==> config.mk <==
export PLATFORM = sky130hd
export DESIGN_NAME = alu_result_stage
export DESIGN_NICKNAME = d
export VERILOG_FILES = /design/src/rtl/alu_result_stage.sv
export SDC_FILE = /design/constraint.sdc
export NUM_CORES = 1
export LEC_CHECK = 0
export CAP_MARGIN = 20
export CELL_PAD_IN_SITES_DETAIL_PLACEMENT = 0
export CELL_PAD_IN_SITES_GLOBAL_PLACEMENT = 1
export CORE_MARGIN = 2
export CORE_UTILIZATION = 45
export DETAILED_ROUTE_END_ITERATION = 8
export PLACE_DENSITY_LB_ADDON = 0.15
export SYNTH_ARGS = -nofsm -noshare
export SYNTH_HDL_FRONTEND = slang
export SYNTH_SLANG_ARGS = --single-unit
==> constraint.sdc <==
create_clock -name clk -period 5.65 [get_ports clk]
set_clock_uncertainty 0.1 [all_clocks]
set_input_delay 0.565 -clock clk [delete_from_list [all_inputs] [get_ports clk]]
set_output_delay 0.565 -clock clk [all_outputs]
set_load 0.05 [all_outputs]
==> src/rtl/alu_result_stage.sv <==
// alu_result_stage: registered hand-off between the ALU execute units and
// register-file writeback. It holds up to two completed results in a small FIFO
// and owns the committed NZCV status register, which is fed back to the ALU.
module alu_result_stage #(
    parameter int unsigned WIDTH   = 32,
    parameter int unsigned RD_BITS = 4
) (
    input  logic               clk,
    input  logic               rst_n,
    input  logic               in_valid_i,
    output logic               in_ready_o,
    input  logic [WIDTH-1:0]   result_i,
    input  logic [3:0]         new_flag_i,
    input  logic               s_i,
    input  logic [RD_BITS-1:0] rd_i,
    input  logic               wr_en_i,
    input  logic               flush_i,
    output logic               out_valid_o,
    input  logic               out_ready_i,
    output logic [WIDTH-1:0]   out_result_o,
    output logic [RD_BITS-1:0] out_rd_o,
    output logic               out_wr_en_o,
    output logic [3:0]         flag_o
);

    localparam int unsigned EntryW = WIDTH + RD_BITS + 1;

    logic [EntryW-1:0] mem_q [2];
    logic [EntryW-1:0] last_q;
    logic [EntryW-1:0] head;
    logic [EntryW-1:0] out_entry;
    logic [1:0]        count_q, count_d;
    logic              wr_ptr_q, wr_ptr_d;
    logic              rd_ptr_q, rd_ptr_d;
    logic [3:0]        flag_q, flag_d;
    logic              push, pop;

    // Handshake decode uses registered occupancy only, so no input reaches an output.
    assign in_ready_o  = (count_q != 2'd2);
    assign out_valid_o = (count_q != 2'd0);
    assign push        = in_valid_i & in_ready_o & ~flush_i;
    assign pop         = out_valid_o & out_ready_i;

    // When empty, outputs show the most recently popped entry instead of a stale slot.
    assign head      = mem_q[rd_ptr_q];
    assign out_entry = out_valid_o ? head : last_q;

    assign out_result_o = out_entry[EntryW-1 -: WIDTH];
    assign out_rd_o     = out_entry[RD_BITS:1];
    assign out_wr_en_o  = out_entry[0];
    assign flag_o       = flag_q;

    // Next-state for occupancy, pointers and the status register.
    always_comb begin
        count_d  = count_q;
        wr_ptr_d = wr_ptr_q;
        rd_ptr_d = rd_ptr_q;
        flag_d   = flag_q;
        if (flush_i) begin
            count_d  = 2'd0;
            wr_ptr_d = 1'b0;
            rd_ptr_d = 1'b0;
        end else begin
            if (push) begin
                wr_ptr_d = ~wr_ptr_q;
            end
            if (pop) begin
                rd_ptr_d = ~rd_ptr_q;
            end
            if (push && !pop) begin
                count_d = count_q + 2'd1;
            end else if (pop && !push) begin
                count_d = count_q - 2'd1;
            end
        end
        // Flags commit at accept time; a later flush never rolls them back.
        if (push && s_i) begin
            flag_d = new_flag_i;
        end
    end

    // Control state registers.
    always_ff @(posedge clk or negedge rst_n) begin
        if (!rst_n) begin
            count_q  <= 2'd0;
            wr_ptr_q <= 1'b0;
            rd_ptr_q <= 1'b0;
            flag_q   <= 4'b0000;
        end else begin
            count_q  <= count_d;
            wr_ptr_q <= wr_ptr_d;
            rd_ptr_q <= rd_ptr_d;
            flag_q   <= flag_d;
        end
    end

    // Entry storage and the last-delivered entry; a pop in a flush cycle still counts.
    always_ff @(posedge clk or negedge rst_n) begin
        if (!rst_n) begin
            mem_q[0] <= '0;
            mem_q[1] <= '0;
            last_q   <= '0;
        end else begin
            if (push) begin
                mem_q[wr_ptr_q] <= {result_i, rd_i, wr_en_i};
            end
            if (pop) begin
                last_q <= head;
            end
        end
    end

endmodule

==> flow_metrics.env, run 1 <==
export IMPL_status="finished clean"
export IMPL_num_io_pins=90
export IMPL_setup_viol=0
export IMPL_core_um2=11300
export IMPL_clk_pin_slew_ns=0.05
export IMPL_final_setup_tns_ns=0
export IMPL_cts_resized=0
export IMPL_grt_pass1_vias=3478
export IMPL_overflow=0
export IMPL_synth_avg_cell_area_um2=12.0
export IMPL_diodes=0
export IMPL_grt_first_pass_wirelength_um=17900
export IMPL_clk_latency_ns=0.41
export IMPL_cts_buffers_inserted=17
export IMPL_multi_input_area_um2=2060
export IMPL_die_height_um=111
export IMPL_die_area_um2=12300
export IMPL_dp_cells=643
export IMPL_clockRootBuffer="clkbuf_16"
export IMPL_crit_fanout=55
export IMPL_antenna_found_initial=0
export IMPL_nNetsFinal=566
export IMPL_required_ns=4.99
export IMPL_synth_seq_cells=119
export IMPL_drtIter0Drc=176
export IMPL_slew_violations=0
export IMPL_maxCapViolations=0
export IMPL_port_buffers=89
export IMPL_crit_buf_inv=2
export IMPL_synth_area_um2=5160
export IMPL_setup_ws_ns=1.97
export IMPL_ir_drop_uv=289
export IMPL_preCtsSetupSlack_ns=2.38
export IMPL_dr_pass1_iters=4
export IMPL_grt_usage_pct=18.7
export IMPL_max_freq_ghz=0.272
export IMPL_placementRows=39
export IMPL_cp_cell_sequence="or2_2 -> buf_4 -> nor2_1 -> a21oi_1 -> clkdlybuf4s50_1"
export IMPL_synth_cell_type_count=25
export IMPL_viasPerCell=5.15
export IMPL_layout_drive_gt1_share_pct=22.7
export IMPL_leakage_nw=2.85
export IMPL_area_growth_syn_to_layout_pct=31.0
export IMPL_slowest_stage="clkdlybuf4s50_1"
export IMPL_drc=0
export IMPL_dpl_hpwl_um=6620
export IMPL_synth_seq_area_share_pct=57.7
export IMPL_hold_class="primary input to asynchronous set/reset pin"
export IMPL_die_w_um=111
export IMPL_endpoint_kind="output pin"
export IMPL_grt_max_degree=74
export IMPL_yosysWarnings=0
export IMPL_finalHoldViolations=0
export IMPL_ant_nets=0
export IMPL_globalplace_congestion=0.715
export IMPL_relSlewSlack_pct=34.8
export IMPL_cts_htree_levels=4
export IMPL_vias=3476
export IMPL_synth_nets=478
export IMPL_cts_tree="built"
export IMPL_p_per_area_nw_per_um2=479
export IMPL_nFillCells=957
export IMPL_worstSetupPathType="flip-flop to output pin"
export IMPL_max_stage_delay_ns=0.84
export IMPL_wl_um=10700
export IMPL_rsz0062_at_grt="no"
export IMPL_placed_cell_area_um2=6160
export IMPL_arrival_ns=3.02
export IMPL_postCtsSetupBuffers=0
export IMPL_cts_hold_fix_buffers=0
export IMPL_ff_latch_area_um2=2980
export IMPL_period_share_pct=65.2
export IMPL_crit_path_start_kind="flip-flop"
export IMPL_worst_slew_pin_slew_ns=0.970
export IMPL_synth_cells=431
export IMPL_start_util_pct=45.6
export IMPL_fin_crit_ns=3.68
export IMPL_fin_area_um2=6760
export IMPL_stdcell_count=675
export IMPL_critical_path_top_delay_family="buffers and inverters"
export IMPL_cts_num_sinks=119
export IMPL_power_total_mw=3.24
export IMPL_cts_max_path_buffers=2
export IMPL_post_drt_wl_per_cell_um=15.9
[cell usage in the layout, fill, tap and decap left out, types with 2 or more instances in the layout]
cell type and n:
dfrtp_1 118, clkdlybuf4s50_1 88, mux2_2 76, a21oi_1 41
mux2i_1 38, nor2_1 38, o21ai_0 38, nand2_1 37
clkbuf_16 17, buf_4 7, clkbuf_8 4, clkinvlp_4 4
clkinv_2 3, or2_2 2, inv_1 2, mux2_1 2
bufinv_16 2, clkinv_4 2
[routing by layer]
layer  global-route usage (%)  part of all wire, %
met1                     24.3                   46
met2                     29.3                   48
met3                     7.38                  5.0
met4                     5.19                  1.4
met5                        0                    0
[Yosys cell counts]
cell type,n,share of area (%)
a21o_1,1,0.15
a21oi_1,41,4.0
and2b_1,1,0.15
buf_1,3,0.22
buf_2,6,0.58
buf_6,3,0.65
clkbuf_1,14,1.0
dfrtp_1,119,58
inv_1,2,0.15
mux2_1,2,0.44
mux2_2,76,17
mux2i_1,38,7.4
nand2_1,37,2.7
nand3_1,1,0.097
nand3_2,1,0.19
nand3b_1,1,0.15
nor2_1,38,2.8
nor2b_1,1,0.12
nor3b_1,1,0.15
nor4_4,1,0.41
o211ai_1,1,0.15
o21ai_0,39,3.8
or2_2,2,0.24
or3_1,1,0.12
xor2_1,1,0.17
[state kept, by name, indices dropped and copies added (netlist names)]
register  cells
rd_ptr_q      1
mem_q        74
flag_o        4
wr_ptr_q      1
count_q       2
last_q       37
[final cells by class]
cell class | count | area share (%)
sequential | 119 | 44.1
multi-input combinational | 284 | 30.5
timing repair buffer | 95 | 13.8
clock buffer | 21 | 7.11
tap | 143 | 2.65
clock inverter | 11 | 1.81
inverter | 2 | 0.111
[power by group]
| group | internal (mW) | total, mW | switching (mW) |
|---|---|---|---|
| registers | 1.08 | 1.20 | 0.119 |
| clock network | 0.693 | 1.07 | 0.379 |
| logic | 0.388 | 0.967 | 0.579 |
| total | 2.16 | 3.24 | 1.08 |
[stage by stage]
stage / utilization (%) / hold slack, ns
2_1_floorplan: - / 0.169
3_3_place_gp: 54.4 / 0.362
3_5_place_dp: 54.4 / 0.371
4_1_cts: 59.7 / 0.221
5_1_grt: 59.7 / 0.264
6_report: 59.7 / 0.176
[worst paths after layout]
kind                       slack, ns       start               end  cells after the start
setup / recovery                1.97  count_q[1]  out_result_o[18]                      5
min in group clk                0.38  last_q[19]        last_q[19]                      2
hold reg to reg                 0.38  last_q[19]        last_q[19]                      2
hold / removal                  0.18       rst_n         flag_o[3]                      1
setup reg to reg                3.07  count_q[0]         mem_q[66]                      4
max in group asynchronous       4.02       rst_n          rd_ptr_q                      2
[kinds of logic after synthesis]
logic type | synth area share (%)
flip-flops | 57.7
multiplexers | 24.4
buffers and inverters | 2.62
XOR/XNOR | 0.170
AND/OR/NAND/NOR | 7.08
AO/OA/AOI/OAI | 8.05
Power figures use the tool's default switching activity.
==> run 2, diff against run 1 <==
--- a/config.mk
+++ b/config.mk
@@ -9,7 +9,7 @@
 export CELL_PAD_IN_SITES_DETAIL_PLACEMENT = 0
 export CELL_PAD_IN_SITES_GLOBAL_PLACEMENT = 1
 export CORE_MARGIN = 2
-export CORE_UTILIZATION = 45
+export CORE_UTILIZATION = 42
 export DETAILED_ROUTE_END_ITERATION = 8
 export PLACE_DENSITY_LB_ADDON = 0.15
 export SYNTH_ARGS = -nofsm -noshare
==> constraint.sdc (replaced) <==
create_clock -name clk -period 3.8 [get_ports clk]
set_clock_uncertainty 0.1 [all_clocks]
set_input_delay 0.38 -clock clk [delete_from_list [all_inputs] [get_ports clk]]
set_output_delay 0.38 -clock clk [all_outputs]
set_load 0.05 [all_outputs]
==> run 2 against run 1 <==
  * Wire length up 3.0%
  * Global-route usage decreased by 0.95 points
  * Via count up 1.3%
  * Non-clock buffer count up 6
  * Sequential power increased by 48%
  * Largest cell class unchanged
  * Final cell count increased by 1.5%
  * Combinational power is 51% higher
  * Utilization shrank 2.4 points
  * Register-to-register slack worse by 1.6 ns
==> flow_metrics.env, run 2 (synthesized netlist as in run 1, its figures left out) <==
export IMPL_p_seq_share_pct=35.8
export IMPL_startpoint="count_q[1]"
export IMPL_clk_pin_slew_ns=0.06
export IMPL_ant_nets=0
export IMPL_swShare_pct=32.3
export IMPL_period_share_pct=84.0
export IMPL_grt_pass1_vias=3506
export IMPL_dr_pass1_iters=4
export IMPL_r2r_start="count_q[0]"
export IMPL_p_per_area_nw_per_um2=723
export IMPL_stdcell_count=685
export IMPL_num_io_pins=90
export IMPL_dpl_hpwl_um=6960
export IMPL_vias=3522
export IMPL_area_growth_syn_to_layout_pct=33.3
export IMPL_postCtsSetupBuffers=0
export IMPL_finalHoldViolations=0
export IMPL_r2r_slack_ns=1.44
export IMPL_crit_fanout=57
export IMPL_worstSetupPathType="flip-flop to output pin"
export IMPL_antenna_found_initial=0
export IMPL_wl_um=11000
export IMPL_worst_slew_pin_slew_ns=0.615
export IMPL_grt_usage_pct=17.7
export IMPL_cp_endpoint="out_result_o[17]"
export IMPL_fin_crit_ns=3.19
export IMPL_hold_class="flip-flop to flip-flop"
export IMPL_drc=0
export IMPL_core_um2=12000
export IMPL_power_share_clock_pct=34.9
export IMPL_status="finished clean"
export IMPL_power_share_combinational_pct=29.2
export IMPL_ir_drop_uv=430
export IMPL_drtIter0Drc=148
export IMPL_arrival_ns=2.71
export IMPL_clk_latency_ns=0.40
export IMPL_grt_first_pass_wirelength_um=17900
export IMPL_final_cell_mix="dfrtp_1, clkdlybuf4s50_1, mux2_2"
export IMPL_cts_hold_fix_buffers=0
export IMPL_die_area_um2=13200
export IMPL_p_sw_mw=1.61
export IMPL_final_setup_tns_ns=0
export IMPL_reg2reg_to="mem_q[22]"
export IMPL_crit_path_start_kind="flip-flop"
export IMPL_start_util_pct=43.0
export IMPL_rsz0062_at_grt="no"
export IMPL_cts_tree="built"
export IMPL_clockRootBuffer="clkbuf_16"
export IMPL_max_freq_ghz=0.313
export IMPL_nFillCells=1014
export IMPL_die_height_um=115
export IMPL_relSlewSlack_pct=59.0
export IMPL_die_w_um=115
export IMPL_overflow=0
export IMPL_post_drt_wl_per_cell_um=16.1
export IMPL_setup_ws_ns=0.609
export IMPL_slew_violations=0
export IMPL_diodes=0
export IMPL_cts_num_sinks=119
export IMPL_endpoint_kind="output pin"
export IMPL_worst_r2r_path_depth=5
export IMPL_viasPerCell=5.14
export IMPL_cts_resized=0
export IMPL_required_ns=3.32
export IMPL_placementRows=40
export IMPL_layout_drive_gt1_share_pct=23.2
export IMPL_cts_buffers_inserted=17
export IMPL_final_common_cell="dfrtp_1"
export IMPL_nNetsFinal=572
export IMPL_p_int_mw=3.37
export IMPL_largest_reg_flops=74
export IMPL_leakage_nw=2.91
export IMPL_dp_cells=651
export IMPL_cts_htree_levels=4
export IMPL_grt_max_degree=86
export IMPL_cts_max_path_buffers=2
export IMPL_preCtsSetupSlack_ns=1.08
export IMPL_max_flop_register="mem_q"
export IMPL_globalplace_congestion=0.699
export IMPL_port_buffers=89
export IMPL_maxCapViolations=0
export IMPL_setup_viol=0
[run 2: changes by cell type in the layout (fill, tap and decap cells not counted), sizes merged]
cell         delta
buf             +5
clkinv          +1
dlygate4sd3     +1
clkbuf          -2
bufinv          +3
clkinvlp        -2
[run 2: worst min path at each step]
stage               startpoint    endpoint  slack, ns  cells past startpoint
floorplan                rst_n  count_q[0]      -0.02                      0
global placement    last_q[11]  last_q[11]       0.36                      2
detailed placement   last_q[9]   last_q[9]       0.37                      2
CTS                      rst_n   flag_o[2]       0.13                      1
global route         mem_q[56]   mem_q[56]       0.40                      1
finish              last_q[35]  last_q[35]       0.38                      2
[run 2: power by group through the flow]
stage | Clock (mW) | Sequential, mW | Combinational [mW]
after floorplan | 0 | 1.78 | 0.999
final | 1.74 | 1.78 | 1.46
after global placement | 0 | 1.79 | 1.44
after CTS | 1.77 | 1.79 | 1.47
after detailed placement | 0 | 1.80 | 1.46
after global routing | 1.83 | 1.83 | 1.57
[run 2: layout make-up]
type / instances / area, µm² / area share (%)
Multi-Input combinational cell: 284 / 2060 / 29.9
Timing Repair Buffer: 101 / 1010 / 14.6
Inverter: 2 / 7.51 / 0.109
Clock inverter: 13 / 203 / 2.95
Clock buffer: 19 / 443 / 6.44
Tap cell: 147 / 184 / 2.67
Sequential cell: 119 / 2980 / 43.3
[run 2: stage by stage]
stage / util [%] / hold WS, ns / power (mW) / area, µm²
CTS: 57.0 / 0.125 / 5.02 / 6850
floorplan: - / -0.0156 / 2.78 / 5160
global route: 57.3 / 0.400 / 5.24 / 6880
global placement: 51.7 / 0.362 / 3.23 / 6210
finish: 57.3 / 0.380 / 4.98 / 6880
detailed placement: 51.7 / 0.372 / 3.27 / 6210
[run 2: worst max-delay path, cell delays in order, from the launching register on]
cell and delay, ns:
dfrtp_1 0.45, or2_2 0.50, buf_12 0.25, a21oi_1 0.23, clkdlybuf4s50_1 0.84
[run 2: metal layers]
metal	wire [µm]	vias to the layer above	global-route usage, %
met2	5290	71	28.7
met3	543	6	6.27
met4	89	0	4.34
met1	5110	1754	22.9
met5	0	-	0
li1	-	1691	-
